$ cat src/rtl/rw_mem_pkg.sv
// Shared definitions for the rw_mem_slave storage target: FSM state encoding and default sizes.
package rw_mem_pkg;

    typedef enum logic [1:0] {
        IDLE   = 2'b00,
        WAIT   = 2'b01,
        ACCESS = 2'b10
    } state_t;

    localparam int DATA_W_DEF      = 8;
    localparam int ADDR_W_DEF      = 4;
    localparam int DEPTH_DEF       = 12;
    localparam int WAIT_CYCLES_DEF = 1;
    localparam int WAIT_CNT_W      = 4;

endpackage

$ cat src/rtl/rw_mem_array.sv
// DEPTH x DATA_W register array: one synchronous write port, one combinational read port.
module rw_mem_array #(
    parameter int DATA_W = 8,
    parameter int ADDR_W = 4,
    parameter int DEPTH  = 12
) (
    input  logic              clk,
    input  logic              reset_b,
    input  logic              we,
    input  logic [ADDR_W-1:0] wr_addr,
    input  logic [DATA_W-1:0] wr_data,
    input  logic [ADDR_W-1:0] rd_addr,
    output logic [DATA_W-1:0] rd_data
);

    logic [DATA_W-1:0] mem [DEPTH];

    // NOTE: every word is reset, so this maps to flops rather than a RAM macro;
    // never-written words must read back as zero.
    always_ff @(posedge clk or negedge reset_b) begin
        if (!reset_b) begin
            for (int i = 0; i < DEPTH; i++) begin
                mem[i] <= '0;
            end
        end else if (we) begin
            mem[wr_addr] <= wr_data;
        end
    end

    assign rd_data = mem[rd_addr];

endmodule

$ cat src/rtl/rw_mem_slave.sv
// Wait-stated read/write storage target with one-cycle completion and error pulses.
// Optional access counter output enabled by defining RW_MEM_ACCESS_CNT_EN.
module rw_mem_slave
    import rw_mem_pkg::*;
#(
    parameter int DATA_W      = DATA_W_DEF,
    parameter int ADDR_W      = ADDR_W_DEF,
    parameter int DEPTH       = DEPTH_DEF,
    parameter int WAIT_CYCLES = WAIT_CYCLES_DEF
) (
    input  logic              clk,
    input  logic              reset_b,
    input  logic              wr_en,
    input  logic              rd_en,
    input  logic [ADDR_W-1:0] addr,
    input  logic [DATA_W-1:0] wdata,
    output logic [DATA_W-1:0] rdata,
    output logic              rvalid,
    output logic              wack,
    output logic              busy,
`ifdef RW_MEM_ACCESS_CNT_EN
    output logic [15:0]       access_cnt,
`endif
    output logic              err
);

    localparam logic [WAIT_CNT_W-1:0] WAIT_L  = WAIT_CNT_W'(WAIT_CYCLES);
    localparam logic [ADDR_W:0]       DEPTH_L = (ADDR_W+1)'(DEPTH);

    state_t                state, next_state;
    logic [WAIT_CNT_W-1:0] wait_cnt;
    logic                  cap_wr;
    logic [ADDR_W-1:0]     cap_addr;
    logic [DATA_W-1:0]     cap_wdata;
    logic [DATA_W-1:0]     mem_rd_data;

    logic              capture, access_done, addr_ok, mem_we;
    logic              busy_d, wack_d, rvalid_d, err_d;
    logic [DATA_W-1:0] rdata_d;

    assign capture     = (state == IDLE) && (wr_en ^ rd_en);
    assign access_done = (state == ACCESS);
    assign addr_ok     = ({1'b0, cap_addr} < DEPTH_L);
    assign mem_we      = access_done && cap_wr && addr_ok;

    rw_mem_array #(
        .DATA_W (DATA_W),
        .ADDR_W (ADDR_W),
        .DEPTH  (DEPTH)
    ) u_array (
        .clk     (clk),
        .reset_b (reset_b),
        .we      (mem_we),
        .wr_addr (cap_addr),
        .wr_data (cap_wdata),
        .rd_addr (cap_addr),
        .rd_data (mem_rd_data)
    );

    // NOTE: sequential state uses non-blocking assignments so every register
    // samples pre-edge values regardless of process ordering.
    always_ff @(posedge clk or negedge reset_b) begin
        if (!reset_b) begin
            state     <= IDLE;
            wait_cnt  <= '0;
            cap_wr    <= 1'b0;
            cap_addr  <= '0;
            cap_wdata <= '0;
        end else begin
            state <= next_state;
            if (capture) begin
                wait_cnt  <= WAIT_L;
                cap_wr    <= wr_en;
                cap_addr  <= addr;
                cap_wdata <= wdata;
            end else if (state == WAIT) begin
                wait_cnt <= wait_cnt - 1'b1;
            end
        end
    end

    // NOTE: defaults first in every combinational block so no path infers a latch.
    always_comb begin
        next_state = state;
        unique case (state)
            IDLE:    if (capture) next_state = (WAIT_L == '0) ? ACCESS : WAIT;
            WAIT:    if (wait_cnt == WAIT_CNT_W'(1)) next_state = ACCESS;
            ACCESS:  next_state = IDLE;
            default: next_state = IDLE;
        endcase
    end

    // Next values of the registered outputs; any request while not IDLE is a drop.
    always_comb begin
        busy_d   = (next_state != IDLE);
        wack_d   = access_done && cap_wr;
        rvalid_d = access_done && !cap_wr;
        err_d    = ((state == IDLE) && wr_en && rd_en)
                 || ((state != IDLE) && (wr_en || rd_en))
                 || (access_done && !addr_ok);
        rdata_d  = rdata;
        if (access_done && !cap_wr) begin
            rdata_d = addr_ok ? mem_rd_data : '0;
        end
    end

    always_ff @(posedge clk or negedge reset_b) begin
        if (!reset_b) begin
            rdata  <= '0;
            rvalid <= 1'b0;
            wack   <= 1'b0;
            busy   <= 1'b0;
            err    <= 1'b0;
        end else begin
            rdata  <= rdata_d;
            rvalid <= rvalid_d;
            wack   <= wack_d;
            busy   <= busy_d;
            err    <= err_d;
        end
    end

`ifdef RW_MEM_ACCESS_CNT_EN
    always_ff @(posedge clk or negedge reset_b) begin
        if (!reset_b) begin
            access_cnt <= '0;
        end else if (access_done && (access_cnt != 16'hFFFF)) begin
            access_cnt <= access_cnt + 16'd1;
        end
    end
`endif

endmodule

$ cat config.mk
export PLATFORM = sky130hd
export DESIGN_NAME = rw_mem_slave
export DESIGN_NICKNAME = d
export VERILOG_FILES = /design/src/rtl/rw_mem_pkg.sv /design/src/rtl/rw_mem_array.sv /design/src/rtl/rw_mem_slave.sv
export SDC_FILE = /design/constraint.sdc
export NUM_CORES = 1
export LEC_CHECK = 0
export ABC_CLOCK_PERIOD_IN_PS = 1800
export CAP_MARGIN = 30
export CORE_MARGIN = 3
export CORE_UTILIZATION = 35
export CTS_CLUSTER_SIZE = 14
export DETAILED_ROUTE_END_ITERATION = 8
export GPL_ROUTABILITY_DRIVEN = 0
export SYNTH_ARGS = -nofsm -noshare
export SYNTH_HDL_FRONTEND = slang
export SYNTH_SLANG_ARGS = --single-unit
$ cat constraint.sdc
create_clock -name clk -period 1.8 [get_ports clk]
set_input_delay 0.18 -clock clk [delete_from_list [all_inputs] [get_ports clk]]
set_output_delay 0.18 -clock clk [all_outputs]
set_load 0.05 [all_outputs]
==> qor.yml, run 1 <==
routing:
  drcViolationCount: 0
  vias_per_cell: 5.11
  wl_per_cell_um: 19.7
  antenna_left: 0
  wirelength_um: 13400
  drt_iter0_markers: 139
  vias: 3460
  drt-pass1-iter-count: 4
timing:
  timing.final.ws_setup_ns: -0.0931
  worstMarginPinSlew_ns: 0.517
  fmax_mhz: 528
  grt_setup_unrepaired: "yes"
  fin_crit_sh: 1.05
  fin_crit_ns: 1.89
  max_slew_margin: 0.655
  hold_viol: 0
  slew_violations: 0
  skew_ns: 0.0120
  setup_violations: 12
  fin_setup_tns_ns: -0.483
clock_network:
  cts_tree: "done"
  clkLatencyLatePin_ns: 0.42
  htreeDepth: 4
  numCtsBuffers: 17
  clkSinkCount: 127
  path_clk_slew_ns: 0.05
  cts_root_buffer: "clkbuf_16"
  cts_buffer_depth: 2
yosys:
  avgSynthCellArea_um2: 15.5
  synth_cell_types: 40
  ys_seq_area_frac: 0.552
  netlist_instances: 371
  async_reset_ff_frac: 1.00
  yosysWarnings: 0
  synthFlopType: "dfrtp_1"
  netlist_top_cells_area: "dfrtp_1, mux2_2, mux4_1"
  synth_top_cell_area_share: 0.552
  synth-seq-cells: 127
  syn_area_um2: 5760
  synth_edf_count: 0
  synth_area_leader_cell: "dfrtp_1"
  synth_nets: 390
power_and_ir_drop:
  peakVddDrop_mv: 0.802
  power_mw: 11.4
  leakagePower_nw: 3.63
  power_density_nw_per_um2: 1520
global_route:
  top_usage_layer: "met2"
  antenna_found_initial: 0
  met2_usage: 0.239
  grt_pass1_vias: 3627
  met3_usage: 0.0458
  grt_overflow: 0
  use_met1: 0.213
  grt_start_max_net_pins: 62
  grt_pass1_wl_um: 20900
  grt_usage: 0.155
critical_path:
  r2r-end: "rdata[0]"
  r2r-start: "cap_addr[0]"
  crit_fanout: 7
  r2r_slack_ns: -0.09
  worst_r2r_path_depth: 4
  worstPathArrival_ns: 2.19
  start_kind: "flop"
  endpoint_kind: "flop"
  path_class: "flop to flop"
  critical_path_required_ns: 2.10
floorplan:
  rows: 46
  start_util: 0.360
  core_um2: 16000
  die_w_um: 134
  floorplan.die_area_um2: 18000
  die_h_um: 134
  pin_count: 28
job:
  cap_violations: 0
placement:
  place_ws_ns: -0.112
  dp_hpwl_um: 8460
  port_buffers: 27
run_status:
  outcome: "finished with violations"
  violations: "setup timing"
layout:
  drive_gt1_frac: 0.549
  antenna_cells: 0
  area_growth_pct: 30.9
  nNetsFinal: 467
  n_fill_cell: 1399
  fin_util: 0.471
min_path:
  hp-class: "primary input to asynchronous set/reset pin"
worst max-delay path by stage:
stage	from	slack [ns]	endpoint	cells past startpoint
6_report	cap_addr[0]	-0.09	rdata[0]	4
5_1_grt	cap_addr[0]	-0.13	rdata[0]	4
4_1_cts	cap_addr[0]	-0.08	rdata[3]	4
3_5_place_dp	wr_en	-0.11	cap_addr[0]	6
2_1_floorplan	cap_addr[0]	-0.008	rdata[4]	5
3_3_place_gp	cap_addr[0]	-0.08	rdata[5]	4
critical path, stage by stage (launching register included):
cell and delay (ns):
dfrtp_2 0.47, clkbuf_16 0.22, mux4_2 0.52, mux2_4 0.27, a221o_1 0.29
Yosys cell counts (2+ instances only):
| cell type | instances |
|---|---|
| nand4b_1 | 2 |
| inv_1 | 7 |
| nor3_2 | 6 |
| clkbuf_1 | 15 |
| mux4_2 | 11 |
| buf_2 | 6 |
| mux4_1 | 11 |
| nand2b_1 | 7 |
| a22o_1 | 2 |
| nor2_1 | 4 |
| buf_6 | 3 |
| dfrtp_1 | 127 |
| a221o_1 | 7 |
| and3_1 | 7 |
| o22ai_1 | 2 |
| ha_1 | 3 |
| nand2_1 | 6 |
| nand3_1 | 3 |
| mux2_2 | 121 |
where the power goes:
part           leakage [nW]  switching [mW]  internal (mW)
sequential             1.72           0.817           3.59
clock                 0.309            1.21           2.36
combinational          1.60            1.51           1.95
final cells by class:
class	instances	area (um^2)	area share
Clock buffer	23	498	0.0660
Clock inverter	9	130	0.0173
Inverter	7	26.3	0.00348
Multi-Input combinational cell	212	2590	0.343
Sequential cell	127	3180	0.422
Tap cell	216	270	0.0358
Timing Repair Buffer	83	847	0.112
per-layer routing:
layer / vias to the layer above / routed length, um
met1: 1837 / 6240
li1: 1540 / -
met5: - / 0
met3: 16 / 558
met4: 0 / 170
met2: 67 / 6380
cells by family (layout without fill, tap and decap cells):
kind of cell / count (synthesis) / in the layout / share of synthesized area
adders and majority gates: 3 / 3 / 0.00652
AOI/OAI and AO/OA: 19 / 19 / 0.0269
buffers and inverters: 32 / 122 / 0.0289
muxes: 144 / 144 / 0.331
DFF: 127 / 127 / 0.552
and+or+nand+nor: 46 / 46 / 0.0545
placed cells by master, fill, tap and decap left out, types with 2 or more instances in the layout:
cell,n
and3_1,4
nor3_4,4
buf_4,41
mux2_4,28
dfrtp_1,124
dfrtp_2,3
o22ai_1,2
clkbuf_8,5
mux4_1,2
nor3_2,2
nand3_1,2
buf_6,8
clkdlybuf4s50_1,19
a22o_1,2
inv_1,7
buf_12,6
mux4_2,20
nand2b_4,2
ha_1,3
clkinv_2,3
dlygate4sd2_1,3
dlymetal6s2s_1,2
nand2_1,5
nand4b_1,2
clkbuf_16,19
and3_4,3
mux2_2,93
nor2_1,3
clkinv_4,2
a221o_1,7
bufinv_16,3
nand2b_1,5
sequential cells by signal, indices dropped and copies added, names as in the netlist:
| name | cells |
|---|---|
| u_array.mem | 96 |
| cap_wdata | 8 |
| rdata | 8 |
| cap_addr | 4 |
| wait_cnt | 4 |
| state | 2 |
| busy | 1 |
| cap_wr | 1 |
| err | 1 |
| rvalid | 1 |
| wack | 1 |
what timing repair did:
item / in CTS / in global routing
gates resized for setup: 27 / 45
pin swaps: 8 / 9
setup endpoints to repair: 15 / 72
hold buffers: 1 / 0
hold endpoints to repair: 23 / 0
setup buffers: 3 / 1
gates cloned: 2 / 1
per-stage QoR:
stage | hold WS (ns) | area (um^2) | std cells
global placement | 0.112 | 6590 | 637
detailed placement | 0.118 | 6590 | 637
floorplan | -0.116 | 5760 | 371
CTS | 0.207 | 7330 | 675
finish | 0.209 | 7540 | 677
global route | 0.240 | 7540 | 677
(Power assumes the default switching activity.)
==> run 2: changes to the inputs <==
Settings changed: CORE_MARGIN 3 to 2.
==> run 2 against run 1 <==
Against the previous run:
- the flow still finishes with violations (setup timing)
- sequential power about the same
- final area fell by 3.7%
- worst hold slack gained 0.037 ns
- clock power is 13% lower
- fmax is 0.64% higher
- die area shrank 3.0%
- clock-buffer cell count shrank 2
- final cell count down 1.5%
- combinational power fell by 5%
- critical path depth up 1
- clock skew fell by 0.0049 ns
- register-to-register slack about the same
- largest power group unchanged
==> qor.yml, run 2 (synthesis gave the netlist of run 1 again) <==
run_status:
  outcome: "finished with violations"
  violations: "setup timing"
routing:
  wirelength_um: 13000  # -2.4%
  drt-pass1-iter-count: 4  # unchanged
  drcViolationCount: 0  # unchanged
  antenna_left: 0  # unchanged
  wl_per_cell_um: 19.5  # -0.92%
  drt_iter0_markers: 165  # +19%
  vias_per_cell: 5.12  # +0.27%
  vias: 3418  # -1.2%
timing:
  setup_violations: 8  # -4
  timing.final.ws_setup_ns: -0.0811  # +0.0120 ns
  fin_crit_ns: 1.88  # -0.0120 ns
  skew_ns: 0.00711  # -0.00491 ns
  grt_setup_unrepaired: "yes"
  fin_setup_tns_ns: -0.354  # +0.128 ns
  fmax_mhz: 532  # +0.64%
  hold_viol: 0  # unchanged
  max_slew_margin: 0.653  # -0.00170
  worstMarginPinSlew_ns: 0.519  # +0.00255 ns
  fin_crit_sh: 1.05  # -0.00666
  slew_violations: 0  # unchanged
floorplan:
  die_h_um: 132  # -1.5%
  floorplan.die_area_um2: 17500  # -3.0%
  core_um2: 16000  # unchanged
  rows: 46  # unchanged
  pin_count: 28  # unchanged
  start_util: 0.360  # unchanged
  die_w_um: 132  # -1.5%
power_and_ir_drop:
  pwr-share-clk: 0.289  # -0.023
  leakagePower_nw: 3.49  # -3.8%
  power_density_nw_per_um2: 1480  # -2.1%
  peakVddDrop_mv: 0.927  # +15%
  p_sw_mw: 3.42  # -3.2%
  seqPwrFrac: 0.407  # +0.022
  power_mw: 10.8  # -5.7%
  p_int_mw: 7.35  # -6.9%
  combPwrFrac: 0.304  # about the same
  p_sw_frac: 0.318  # +0.00833
critical_path:
  r2r-start: "cap_addr[0]"
  crit_fanout: 8  # +1
  worst_r2r_path_depth: 5  # +1
  r2r_slack_ns: -0.08  # about the same
  critical_path_required_ns: 2.09  # about the same
  path_class: "flop to flop"
  worstPathArrival_ns: 2.17  # -0.02 ns
  r2r-end: "rdata[7]"
  endpoint_kind: "flop"
  start_kind: "flop"
clock_network:
  numCtsBuffers: 17  # unchanged
  path_clk_slew_ns: 0.05  # about the same
  cts_buffer_depth: 2  # unchanged
  clkSinkCount: 127  # unchanged
  cts_root_buffer: "clkbuf_16"
  htreeDepth: 4  # unchanged
  cts_tree: "done"
  clkLatencyLatePin_ns: 0.41  # about the same
layout:
  mostFrequentLayoutCells: "dfrtp_1, mux2_2, buf_4"
  fin_util: 0.454  # -0.0174
  regMostFlops: "u_array.mem"
  final_common_cell: "dfrtp_1"
  reg_top3: "u_array.mem: 96 flops, cap_wdata: 8 flops, rdata: 8 flops"
  largest_register_ffs: 96  # unchanged
  area_growth_pct: 26.1
  n_fill_cell: 1448  # +3.5%
  drive_gt1_frac: 0.532  # -0.0167
  stdcell_area_um2: 7260  # -3.7%
  antenna_cells: 0  # unchanged
  nNetsFinal: 460  # -1.5%
job:
  cap_violations: 0  # unchanged
min_path:
  hp-class: "primary input to asynchronous set/reset pin"
global_route:
  grt_pass1_vias: 3579  # -1.3%
  grt_usage: 0.159  # +0.00478
  grt_start_max_net_pins: 39  # -37%
  grt_pass1_wl_um: 21000  # +0.63%
  antenna_found_initial: 0  # unchanged
  grt_overflow: 0  # unchanged
placement:
  dp_hpwl_um: 8380  # -0.94%
  placed_cell_area_um2: 6560  # -0.57%
  port_buffers: 27  # unchanged
==> run 2: cell count changes in the layout (fill, tap and decap cells not counted), moves of 3 or more <==
| cell | change |
|---|---|
| nor3_4 | -4 |
| mux2_4 | -20 |
| clkinv_2 | +3 |
| buf_4 | -6 |
| clkbuf_8 | -3 |
| nor3_2 | +4 |
| mux2_2 | +20 |
==> run 2: worst max path at each step <==
stage                           start           end  slack (ns)  cells after the start
final                     cap_addr[0]      rdata[7]       -0.08                      5
after global routing      cap_addr[0]      rdata[7]       -0.11                      5
after global placement          wr_en  cap_wdata[4]        -0.1                      6
after detailed placement        wr_en   cap_addr[0]       -0.12                      6
after floorplan           cap_addr[0]      rdata[4]      -0.008                      5
after CTS                 cap_addr[0]      rdata[2]       -0.06                      5
==> run 2: worst max-delay path: stages (launching register included) <==
cell     delay (ns)
dfrtp_2        0.39
buf_12         0.12
buf_16         0.14
mux4_2         0.54
mux2_4         0.28
a221o_1        0.28
==> run 2: layout make-up <==
cell class                      count  area [um^2]  area share
Inverter                            7         30.0     0.00413
Clock inverter                      8         67.6     0.00930
Sequential cell                   127         3180       0.438
Timing Repair Buffer               76          774       0.107
Clock buffer                       21          460      0.0634
Tap cell                          216          270      0.0372
Multi-Input combinational cell    212         2480       0.341
==> run 2: timing repair <==
action	4_1_cts	5_1_grt
hold buffers	1	0
hold endpoints to repair	24	0
pin swaps	8	1
gates resized for setup	35	16
cloned	2	0
buffers inserted	3	0
setup endpoints to repair	18	95
==> run 2: power by group through the flow <==
stage                     Sequential [mW]  Clock [mW]  Combinational, mW
after floorplan                      4.10           0               2.17
after global placement               4.32           0               2.84
after detailed placement             4.37           0               2.91
after CTS                            4.35        3.17               3.32
after global routing                 4.52        3.32               3.54
final                                4.39        3.11               3.28
==> run 2: metal layers <==
metal	part of all wire	track usage	wire, um	vias to the layer above
met1	0.49	0.221	6370	1834
met5	0	0	0	-
met3	0.032	0.0442	411	11
met2	0.47	0.245	6140	48
met4	0.0088	0.0478	115	0
li1	-	-	-	1525
==> run 2: metrics by stage <==
step / hold slack [ns] / worst slack, ns / cells
after floorplan: -0.116 / -0.00844 / 371
after global placement: 0.127 / -0.0975 / 633
after detailed placement: 0.132 / -0.124 / 633
after CTS: 0.240 / -0.0621 / 668
after global routing: 0.287 / -0.112 / 667
final: 0.245 / -0.0811 / 667
==> run 3: changes to the inputs <==
Settings changed: RECOVER_POWER set to 25, SYNTH_HIERARCHICAL set to 1.
==> run 3 against run 2 <==
Against the previous run:
- global-route usage down 0.95 points
- largest power group unchanged
- register-to-register slack better by 0.10 ns
- the run now ends clean
- clock power up 13%
- via count up 0.70%
- sequential power down 5%
==> qor.yml, run 3 <==
layout:
  antenna_cells: 0  # unchanged
  n_fill_cell: 1437  # -0.76%
  final_cells: 704  # +5.5%
  regMostFlops: "u_array/mem"
  final_common_cell: "dfrtp_1"
  largest_register_ffs: 96  # unchanged
  fin_util: 0.452  # -0.00225
  reg_top3: "u_array/mem: 96 flops, cap_wdata: 8 flops, rdata: 8 flops"
  drive_gt1_frac: 0.496  # -0.0363
  nNetsFinal: 490  # +6.5%
  mostFrequentLayoutCells: "dfrtp_1, mux2_2, nand2_1"
  area_growth_pct: 27.9
floorplan:
  rows: 47  # +2.2%
  die_w_um: 133  # +0.29%
  pin_count: 28  # unchanged
  die_h_um: 133  # +0.29%
  core_um2: 16400  # +2.5%
  start_util: 0.353  # -0.00679
  floorplan.die_area_um2: 17600  # +0.59%
yosys:
  netlist_instances: 407  # +9.7%
  netlist_top_cells_count: "dfrtp_1, mux2_2, nand2_1"
  synth_top_cell_area_share: 0.548  # -0.00333
  synthSimpleGateAreaFrac: 0.0730  # +0.0185
  synth_cell_types: 41  # +2.5%
  synthFlopType: "dfrtp_1"
  syn_area_um2: 5800  # +0.61%
  ys_seq_area_frac: 0.548  # -0.00333
  synthMuxAreaShare: 0.307  # -0.0245
  synth-seq-cells: 127  # unchanged
  synth_area_leader_cell: "dfrtp_1"
  yosysWarnings: 6  # +6
  synth_nets: 426  # +9.2%
  synth_xor_area_frac: 0  # unchanged
  synth.most_common_cell: "dfrtp_1"
  avgSynthCellArea_um2: 14.2  # -8.3%
  synthAdderAreaFrac: 0.00648  # -0.0000394
  async_reset_ff_frac: 1.00  # unchanged
  synth-compound-area-share: 0.0367  # +0.00977
  synth_top_family_by_area: "multiplexers"
  netlist_top_cells_area: "dfrtp_1, mux2_2, mux4_2"
  synth_edf_count: 0  # unchanged
global_route:
  grt_overflow: 0  # unchanged
  use_met1: 0.194  # -0.0277
  met3_usage: 0.0387  # -0.00552
  grt_start_max_net_pins: 42  # +7.7%
  top_usage_layer: "met2"
  met2_usage: 0.251  # +0.00593
  grt_usage: 0.150  # -0.00954
  antenna_found_initial: 0  # unchanged
  grt_pass1_wl_um: 20500  # -2.5%
  grt_pass1_vias: 3840  # +7.3%
critical_path:
  endpoint_kind: "flop"
  crit_fanout: 5  # -3
  critical_path_required_ns: 2.10  # about the same
  path_class: "flop to flop"
  worst_r2r_path_depth: 6  # +1
  worstPathArrival_ns: 2.08  # -0.09 ns
  start_kind: "flop"
timing:
  whs_ns: 0.375  # +0.130 ns
  setup_violations: 0  # -8
  slew_violations: 0  # unchanged
  fin_setup_tns_ns: 0  # +0.354 ns
  timing.final.ws_setup_ns: 0.0204  # +0.101 ns
  hold_viol: 0  # unchanged
  worstMarginPinSlew_ns: 0.981  # +0.462 ns
  fin_crit_ns: 1.78  # -0.101 ns
  grt_setup_unrepaired: "yes"
  fmax_mhz: 562  # +5.7%
  max_slew_margin: 0.346  # -0.307
  skew_ns: 0.00988  # +0.00278 ns
  fin_crit_sh: 0.989  # -0.0563
routing:
  antenna_left: 0  # unchanged
  drcViolationCount: 0  # unchanged
  drt-pass1-iter-count: 4  # unchanged
  drt_iter0_markers: 147  # -11%
  vias_per_cell: 4.89  # -4.6%
  wirelength_um: 12200  # -6.2%
  wl_per_cell_um: 17.4  # -11%
  vias: 3442  # +0.70%
placement:
  place_ws_ns: -0.0926  # +0.0312 ns
  port_buffers: 27  # unchanged
  place_inst: 670  # +5.8%
  dp_hpwl_um: 8810  # +5.0%
power_and_ir_drop:
  peakVddDrop_mv: 0.973  # +5.0%
  leakagePower_nw: 3.50  # +0.16%
  power_density_nw_per_um2: 1510  # +1.5%
clock_network:
  clkSinkCount: 127  # unchanged
  cts_buffer_depth: 2  # unchanged
  path_clk_slew_ns: 0.06  # about the same
  cts_root_buffer: "clkbuf_16"
  cts_tree: "done"
  clkLatencyLatePin_ns: 0.42  # about the same
  htreeDepth: 4  # unchanged
  numCtsBuffers: 17  # unchanged
min_path:
  hp-class: "primary input to flop"
  hold_depth: 2
job:
  cap_violations: 0  # unchanged
run_status:
  outcome: "finished clean"
## run 3: changes by cell type after synthesis, sizes merged, moves of 7 or more
cell   change
a221o      -7
and3       -7
nand2     +25
nor2      +11
o21ai      +8
o22ai      +7
o31ai      +8
## run 3: timing repair
item                       CTS  global route
hold buffers                 1             0
resized for setup            3            33
hold endpoints to repair    32             0
buffers inserted             1             0
cloned                       0             0
pin swaps                    2             5
setup endpoints to repair   17            82
## run 3: final timing paths
kind | slack, ns | to | startpoint
setup / recovery | 0.02 | u_array/mem[31] | state[0]
hold / removal | 0.38 | cap_wdata[0] | wdata[0]
setup reg to reg | 0.02 | u_array/mem[31] | state[0]
hold reg to reg | 0.48 | rdata[5] | rdata[5]
max in group asynchronous | 0.50 | u_array/mem[33] | reset_b
min in group asynchronous | 0.46 | u_array/mem[69] | reset_b
## run 3: layout make-up
type	instances	area, um^2	area share
Clock inverter	13	161	0.0218
Timing Repair Buffer	72	764	0.103
Sequential cell	127	3180	0.429
Tap cell	220	275	0.0371
Inverter	6	22.5	0.00304
Clock buffer	19	453	0.0611
Multi-Input combinational cell	247	2550	0.345
## run 3: power breakdown
part | switching, mW | internal, mW
clock | 1.27 | 2.25
sequential | 0.718 | 3.47
combinational | 1.72 | 1.73
## run 3: logic make-up (layout without fill, tap and decap cells)
| family | Yosys count | after routing |
|---|---|---|
| fa+ha+maj | 3 | 3 |
| flops | 127 | 127 |
| buf+inv | 33 | 110 |
| simple gates | 69 | 69 |
| compound gates | 33 | 33 |
| mux | 142 | 142 |
## run 3: per-layer routing
metal / up-vias / part of all wire
li1: 1598 / -
met1: 1791 / 0.46
met2: 45 / 0.50
met3: 8 / 0.028
met4: 0 / 0.0083
met5: - / 0
## run 3: per-stage QoR
step | total power, mW | area [um^2]
5_1_grt | 11.8 | 7410
2_1_floorplan | 6.28 | 5800
6_report | 11.2 | 7410
3_3_place_gp | 7.51 | 6650
3_5_place_dp | 7.61 | 6650
4_1_cts | 11.2 | 7290
## run 3: critical path: stages (launching register included)
cell	delay (ns)
dfrtp_1	0.37
and3b_2	0.27
and2_4	0.19
nand3b_1	0.17
nor3_4	0.19
buf_4	0.16
mux2_2	0.32
